==> src/rtl/spike_pkg.sv <==
// Shared types, FSM encoding, default ramp constants and the saturating adder
// for the letter-to-spike encoder.
package spike_pkg;

    typedef logic [7:0]  letter_t;
    typedef logic [15:0] voltage_t;

    typedef enum logic [1:0] {
        IDLE    = 2'd0,
        CHARGE  = 2'd1,
        FIRE    = 2'd2,
        REFRACT = 2'd3
    } state_t;

    localparam voltage_t RAMP_STEP_DEF = 16'd4096;
    localparam voltage_t THRESHOLD_DEF = 16'hF000;

    // 17-bit add clamped to the 16-bit ceiling so a large step never wraps.
    function automatic voltage_t sat16(input voltage_t a, input voltage_t b);
        logic [16:0] s;
        s = {1'b0, a} + {1'b0, b};
        return s[16] ? 16'hFFFF : s[15:0];
    endfunction

endpackage

==> src/rtl/letter_fifo.sv <==
// Small synchronous FIFO for queued letters; push is refused when full and
// pop is ignored when empty, pointers carry a wrap bit.
module letter_fifo #(
    parameter int DEPTH = 4,
    parameter int WIDTH = 8
) (
    input  logic             clk,
    input  logic             reset,
    input  logic             push,
    input  logic             pop,
    input  logic [WIDTH-1:0] din,
    output logic [WIDTH-1:0] dout,
    output logic             full,
    output logic             empty
);

    localparam int AW = $clog2(DEPTH);

    logic [WIDTH-1:0] r_mem [DEPTH];
    logic [AW:0]      r_wr;
    logic [AW:0]      r_rd;
    logic             w_do_push;
    logic             w_do_pop;

    assign full      = (r_wr[AW] != r_rd[AW]) && (r_wr[AW-1:0] == r_rd[AW-1:0]);
    assign empty     = (r_wr == r_rd);
    assign w_do_push = push && !full;
    assign w_do_pop  = pop && !empty;
    assign dout      = r_mem[r_rd[AW-1:0]];

    always_ff @(posedge clk) begin
        if (reset) begin
            r_wr <= '0;
            r_rd <= '0;
        end else begin
            if (w_do_push) r_wr <= r_wr + 1'b1;
            if (w_do_pop)  r_rd <= r_rd + 1'b1;
        end
    end

    always_ff @(posedge clk) begin
        if (w_do_push) r_mem[r_wr[AW-1:0]] <= din;
    end

endmodule

==> src/rtl/letter2spike.sv <==
// Letter-to-spike encoder: queues letters, ramps voltage per letter, fires one
// spike, then sits out a refractory window. LETTER2SPIKE_DROP_CNT_EN adds drop_count.
module letter2spike
    import spike_pkg::*;
#(
    parameter int       FIFO_DEPTH     = 4,
    parameter voltage_t RAMP_STEP      = RAMP_STEP_DEF,
    parameter voltage_t THRESHOLD      = THRESHOLD_DEF,
    parameter int       REFRACT_CYCLES = 2
) (
    input  logic        clk,
    input  logic        reset,
    input  logic [7:0]  letter_in,
    input  logic        letter_valid,
    output logic        letter_ready,
    output logic [7:0]  neuron_id,
    output logic [15:0] voltage,
    output logic        spike,
    output logic        busy
`ifdef LETTER2SPIKE_DROP_CNT_EN
    ,
    output logic [7:0]  drop_count
`endif
);

    localparam int CW = (REFRACT_CYCLES > 1) ? $clog2(REFRACT_CYCLES) : 1;
    localparam logic [CW-1:0] CNT_INIT = (REFRACT_CYCLES > 0) ? CW'(REFRACT_CYCLES - 1) : '0;

    state_t        r_state;
    logic [CW-1:0] r_cnt;
    letter_t       w_head;
    voltage_t      w_vnext;
    logic          w_full;
    logic          w_empty;
    logic          w_push;
    logic          w_pop;

    assign letter_ready = !w_full;
    assign w_push       = letter_valid && !w_full;
    // Zero letters are popped too; they just never leave IDLE.
    assign w_pop        = (r_state == IDLE) && !w_empty;
    assign busy         = (r_state != IDLE) || !w_empty;
    assign w_vnext      = sat16(voltage, RAMP_STEP);

    letter_fifo #(
        .DEPTH (FIFO_DEPTH),
        .WIDTH (8)
    ) u_fifo (
        .clk   (clk),
        .reset (reset),
        .push  (w_push),
        .pop   (w_pop),
        .din   (letter_in),
        .dout  (w_head),
        .full  (w_full),
        .empty (w_empty)
    );

    always_ff @(posedge clk) begin
        if (reset) begin
            r_state   <= IDLE;
            r_cnt     <= '0;
            neuron_id <= '0;
            voltage   <= '0;
            spike     <= 1'b0;
        end else begin
            case (r_state)
                IDLE: begin
                    if (w_pop && w_head != '0) begin
                        neuron_id <= w_head;
                        voltage   <= '0;
                        r_state   <= CHARGE;
                    end
                end
                CHARGE: begin
                    voltage <= w_vnext;
                    if (w_vnext >= THRESHOLD) begin
                        spike   <= 1'b1;
                        r_state <= FIRE;
                    end
                end
                FIRE: begin
                    spike   <= 1'b0;
                    voltage <= '0;
                    if (REFRACT_CYCLES == 0) begin
                        r_state <= IDLE;
                    end else begin
                        r_state <= REFRACT;
                        r_cnt   <= CNT_INIT;
                    end
                end
                REFRACT: begin
                    if (r_cnt == '0) r_state <= IDLE;
                    else             r_cnt   <= r_cnt - 1'b1;
                end
                default: r_state <= IDLE;
            endcase
        end
    end

`ifdef LETTER2SPIKE_DROP_CNT_EN
    always_ff @(posedge clk) begin
        if (reset)
            drop_count <= '0;
        else if (w_pop && w_head == '0 && drop_count != 8'hFF)
            drop_count <= drop_count + 1'b1;
    end
`endif

endmodule

==> config.mk <==
export PLATFORM = sky130hd
export DESIGN_NAME = letter2spike
export DESIGN_NICKNAME = d
export VERILOG_FILES = /design/src/rtl/spike_pkg.sv /design/src/rtl/letter_fifo.sv /design/src/rtl/letter2spike.sv
export SDC_FILE = /design/constraint.sdc
export NUM_CORES = 1
export LEC_CHECK = 0
export ABC_AREA = 0
export CAP_MARGIN = 20
export CORE_MARGIN = 5
export CORE_UTILIZATION = 31
export DETAILED_ROUTE_END_ITERATION = 6
export SYNTH_ARGS = -nofsm -noshare
export SYNTH_HDL_FRONTEND = slang
export SYNTH_SLANG_ARGS = --single-unit
==> constraint.sdc <==
create_clock -name clk -period 3 [get_ports clk]
set_input_delay 0.6 -clock clk [delete_from_list [all_inputs] [get_ports clk]]
set_output_delay 0.6 -clock clk [all_outputs]
set_load 0.05 [all_outputs]
; ---- After elaboration in Yosys (flattened, before gate mapping)
; Memory sizes are Yosys's and may differ from the RTL's. A register that Yosys moved wholly into a read port is not among the register bits.
; Index checks and enable logic that the tools add are counted.
[classes]
addsub = 4
magnitude_cmp = 1
n_eq_ne = 9
n_mux = 15
reduce_logical = 19
[ops]
columns = cell, n
row1 = one-hot mux 16 bit (3 select lines), 1
row2 = 2-to-1 mux 16 bit, 2
row3 = "adder 16 x 13 -> 17 bit, second input constant", 1
row4 = "greater-or-equal comparator 16 bit, second input constant", 1
row5 = 2-to-1 mux 2 bit, 5
row6 = one-hot mux 2 bit (4 select lines), 1
row7 = nonzero test 8 bit, 1
row8 = "adder 3 x 1 -> 3 bit, second input constant", 2
row9 = logical AND 1 bit, 6
row10 = AND reduction 2 bit, 3
row11 = nonzero test 2 bit, 3
row12 = "== test 2 bit, second input constant", 2
row13 = 2-to-1 mux 1 bit, 4
row14 = "!= test 2 bit, second input constant", 2
row15 = one-hot mux 1 bit (2 select lines), 2
row16 = == test 3 bit, 1
row17 = AND reduction 3 bit, 1
row18 = nonzero test 3 bit, 1
row19 = "== test 2 x 1 -> 1 bit, second input constant", 1
row20 = == test 2 bit, 1
row21 = logical NOT 1 bit, 2
row22 = logical NOT 2 bit, 1
row23 = "!= test 2 x 1 -> 1 bit, second input constant", 1
row24 = logical OR 1 bit, 1
row25 = 2 further kinds, 2
[word_totals]
regBits = 34
ram_bits = 32
output_inout_bits = 27
memories = 1
[memory_table]
columns = name, depth, width, read_ports, rd_ports_with_merged_regs, write_ports, line_no
row1 = u_fifo.r_mem, 4, 8, 1, 1, 1, letter_fifo.sv:19  ; logic [WIDTH-1:0] r_mem [DEPTH];

; ---- Longest topological paths before layout
; Gate-level depths: netlist of run 1.
[depth]
ltp_word = 7
mapped_depth = 8

; ---- Modules after synthesis
; A second synthesis of run 1 with hierarchy kept.
[hier_totals]
cells_unflattened = 243
area_unflattened_um2 = 3041.7
[by_module_without_submodules]
columns = module, n_inst, cells_per_inst, area_per_inst_um2, seq_area_each_um2
row1 = letter_fifo, 1, 110, 1731.7, 1121.1
row2 = letter2spike, 1, 133, 1310.0, 560.5

; ---- Worst setup path before layout of run 1
; Ideal clock, no wire load.
[synth_path]
kind = register to register
from = register with a tool-made name
to = register voltage[10]
setup_time_ns = 0.059
arrival_ns = 2.318
required_ns = 2.941
slack_ns = 0.623
path_stages_with_launch = 8
n_path_buf = 2
cell_sequence = dfxtp_1 > buf_6 > mux4_2 > or4_4 > o21a_1 > a311oi_2 > buf_6 > o21a_1
[synth_rtl]
columns = item, line_no
row1 = "end signal, assigned", letter2spike.sv:76  ; voltage <= w_vnext;
row2 = "end, declared", letter2spike.sv:17  ; output logic [15:0] voltage,

==> impl_metrics.ini, run 1 <==
[job]
maxCapViolations = 0

[drt]
final_antenna_net_count = 0
per_cell_routed_wire_length_um = 14.18
detail_route.drc_violations = 0
vias_per_cell = 4.699
total_routed_wirelength_mm = 5.233
drt_iter0_drc = 67
vias = 1734
drt_pass1_iterations = 4

[floorplan]
floorplan.rows = 34
io_pins = 38
effective_utilization_at_floorplan_pct = 31.59
die_h_um = 104.0
fp.dieW_um = 104.0
fp.dieArea_um2 = 10820
core_area_um2 = 8678

[grt]
grt_overflow_total = 0
global_route_wire_length_before_repair_mm = 8.818
groute.usage.overall_pct = 10.37
number_of_antenna_violations_at_the_first_check_in_global_routing = 0
first_global_vias = 1743
pin_count_of_the_biggest_net_entering_global_routing = 22

[cells_and_area]
insertedDiodeCount = 0
sequential_cell_area_um2 = 1682
most_common_library_cell_in_the_layout_ignoring_fill_and_taps = sky130_fd_sc_hd__clkdlybuf4s50_1
area_delta_synth_final_pct = 25.19
multiInputGateArea_um2 = 964.7
final.fill_count = 845
layout_net_count = 278
mostFrequentLayoutCells = sky130_fd_sc_hd__clkdlybuf4s50_1 (37), sky130_fd_sc_hd__dfxtp_1 (36), sky130_fd_sc_hd__edfxtp_1 (32)
post_route_cells_drive_above_1_share_pct = 10.34

[clock_tree]
tritoncts = built
clk_pin_slew_worst_paths_ns = 0.07
hold_buffer_count_at_cts = 0
postCtsSetupRepairBufs = 0
clk_path_buf_depth = 2
cts-buffers-inserted = 9
clock_sink_count = 68
post_cts_resized = 0
ctsRootBufferMaster = sky130_fd_sc_hd__clkbuf_8
clk-insertion-delay-late_ns = 0.34
cts_htree_levels = 3

[worst_setup_path]
data_arrival_time_of_the_critical_path_ns = 2.95
crit_path_max_fanout = 8
crit_type = reg -> reg
timing.critical_path.required_ns = 3.24
worst_setup_path_end_kind = flip-flop
worst_setup_path_start_kind = flip-flop

[power]
p_per_area_nw_per_um2 = 833.3
ir_worst_vdd_v = 0.0003853
design_power_total_w = 0.002860
power.leakage_nw = 1.194

[logic_synthesis]
synth_area_um2 = 2741
synth.top_cells.by_area = sky130_fd_sc_hd__edfxtp_1 (35%), sky130_fd_sc_hd__dfxtp_1 (26%), sky130_fd_sc_hd__ha_1 (5.0%)
yosys_register_bits = 68
synth.top_cell.area_share_pct = 35.05
seq_area_frac_synth_pct = 61.34
synth.distinct_cells = 35
synth_fp_nets = 234
synth_warnings = 0
synth_area_per_cell_um2 = 12.93
synth_largest_area_cell = sky130_fd_sc_hd__edfxtp_1
postSynthCellCount = 212

[sta]
post-route-min-period_ns = 2.715
fin_skew_ns = 0.007746
max_frequency_mhz = 368.3
finalHoldViolations = 0
post-route-period-util_pct = 90.51
tightestPinTransition_ns = 0.5425
max-slew-margin-rel_pct = 63.67
aggregate_negative_setup_slack_ns = 0
rsz0062_at_grt = no
slew_violations = 0
fin_hold_ws_ns = 0.4642
timing.final.setup_violations = 0

[place]
hpwlAfterDp_mm = 3.844
io_buffers = 37
globalplace.congestion = 0.6801

[worst_hold_path]
hp-class = reg -> reg

[outcome]
result_of_the_run = completed
==> routing by layer <==
layer	up-vias	track usage, %	share of wire [%]	wire [µm]
met5	-	0	0	0
met4	0	4.163	0.73	38
met3	6	4.035	5.6	292
met2	49	16.07	49	2549
met1	819	12.97	45	2352
li1	860	-	-	-
==> through the flow <==
stage	util (%)	instances	instance area [µm²]	setup WS (ns)
5_1_grt	39.55	369	3432	0.02382
3_3_place_gp	37.27	353	3234	0.2686
6_report	39.55	369	3432	0.2846
2_1_floorplan	-	212	2741	0.6228
3_5_place_dp	37.27	353	3234	0.2411
4_1_cts	39.55	369	3432	0.2395
==> power by group <==
part	internal (W)	switching (W)
registers	0.00108	0.0000958
logic	0.000364	0.000574
clock network	0.000429	0.000313
total	0.00188	0.000984
==> cells by family (layout without fill, tap and decap cells) <==
family / Yosys count / in the layout / synth area share, %
DFF: 68 / 68 / 61.34
and+or+nand+nor: 49 / 49 / 8.489
AOI/OAI and AO/OA: 45 / 45 / 11.41
buffers and inverters: 21 / 70 / 3.468
adders and majority gates: 11 / 11 / 5.020
muxes: 10 / 10 / 7.714
xor gates and xnor gates: 8 / 8 / 2.556
==> final timing paths <==
path                                     end  slack [ns]  cells after the start         start
worst max-delay path             voltage[14]        0.28                      5     flip-flop
worst min-delay path            neuron_id[7]        0.46                      2  neuron_id[7]
worst max register to register   voltage[14]        0.28                      5     flip-flop
worst min register to register  neuron_id[7]        0.46                      2  neuron_id[7]
==> final cells by class <==
type                            count  area share, %
Clock inverter                      2          1.021
Clock buffer                       14          4.739
Timing Repair Buffer               42          11.88
Tap cell                          108          3.937
Sequential cell                    68          49.00
Inverter                           12          1.312
Multi-Input combinational cell    123          28.11
==> worst max-delay path: stages (launching register included) <==
cell                       delay, ns
sky130_fd_sc_hd__dfxtp_1        0.61
sky130_fd_sc_hd__mux4_2         0.59
sky130_fd_sc_hd__or4_4          0.56
sky130_fd_sc_hd__o211ai_1       0.43
sky130_fd_sc_hd__nand2_1        0.14
sky130_fd_sc_hd__a221oi_1       0.30
==> synthesized netlist by cell type <==
library cell and n:
sky130_fd_sc_hd__or4_4 2, sky130_fd_sc_hd__o21ai_0 2, sky130_fd_sc_hd__and2_1 5, sky130_fd_sc_hd__a221oi_1 2, sky130_fd_sc_hd__clkbuf_1 6, sky130_fd_sc_hd__nand4_1 2
sky130_fd_sc_hd__buf_6 2, sky130_fd_sc_hd__o21ai_1 1, sky130_fd_sc_hd__edfxtp_1 32, sky130_fd_sc_hd__buf_2 1, sky130_fd_sc_hd__or2_2 1, sky130_fd_sc_hd__nand3_1 5
sky130_fd_sc_hd__a221o_1 2, sky130_fd_sc_hd__xor2_1 2, sky130_fd_sc_hd__a21oi_1 13, sky130_fd_sc_hd__a21o_1 1, sky130_fd_sc_hd__a2111oi_0 1, sky130_fd_sc_hd__o211ai_1 2
sky130_fd_sc_hd__nor2_1 10, sky130_fd_sc_hd__a31oi_1 2, sky130_fd_sc_hd__mux4_2 5, sky130_fd_sc_hd__xnor2_1 6, sky130_fd_sc_hd__dfxtp_1 36, sky130_fd_sc_hd__nand2_1 20
sky130_fd_sc_hd__a311oi_2 1, sky130_fd_sc_hd__o31ai_1 2, sky130_fd_sc_hd__mux4_1 3, sky130_fd_sc_hd__nand2b_1 2, sky130_fd_sc_hd__a211oi_1 2, sky130_fd_sc_hd__inv_1 12
sky130_fd_sc_hd__a211o_1 1, sky130_fd_sc_hd__mux2i_1 2, sky130_fd_sc_hd__nor3_1 2, sky130_fd_sc_hd__o21a_1 13, sky130_fd_sc_hd__ha_1 11
==> state kept, by name (all words and copies together), names as in the netlist, named ones only <==
signal        cells
u_fifo.r_rd       3
u_fifo.r_mem     32
r_cnt             1
r_state           2
spike             1
neuron_id         8
u_fifo.r_wr       3
voltage          16
No activity file was read; power rests on OpenSTA's default activity.
==> inputs of run 2 (changes only) <==
- GPL_ROUTABILITY_DRIVEN: unset -> 0
- TNS_END_PERCENT: unset -> 50
==> results of run 2 <==
Final layout, timing and power as in run 1 (identical DEF).
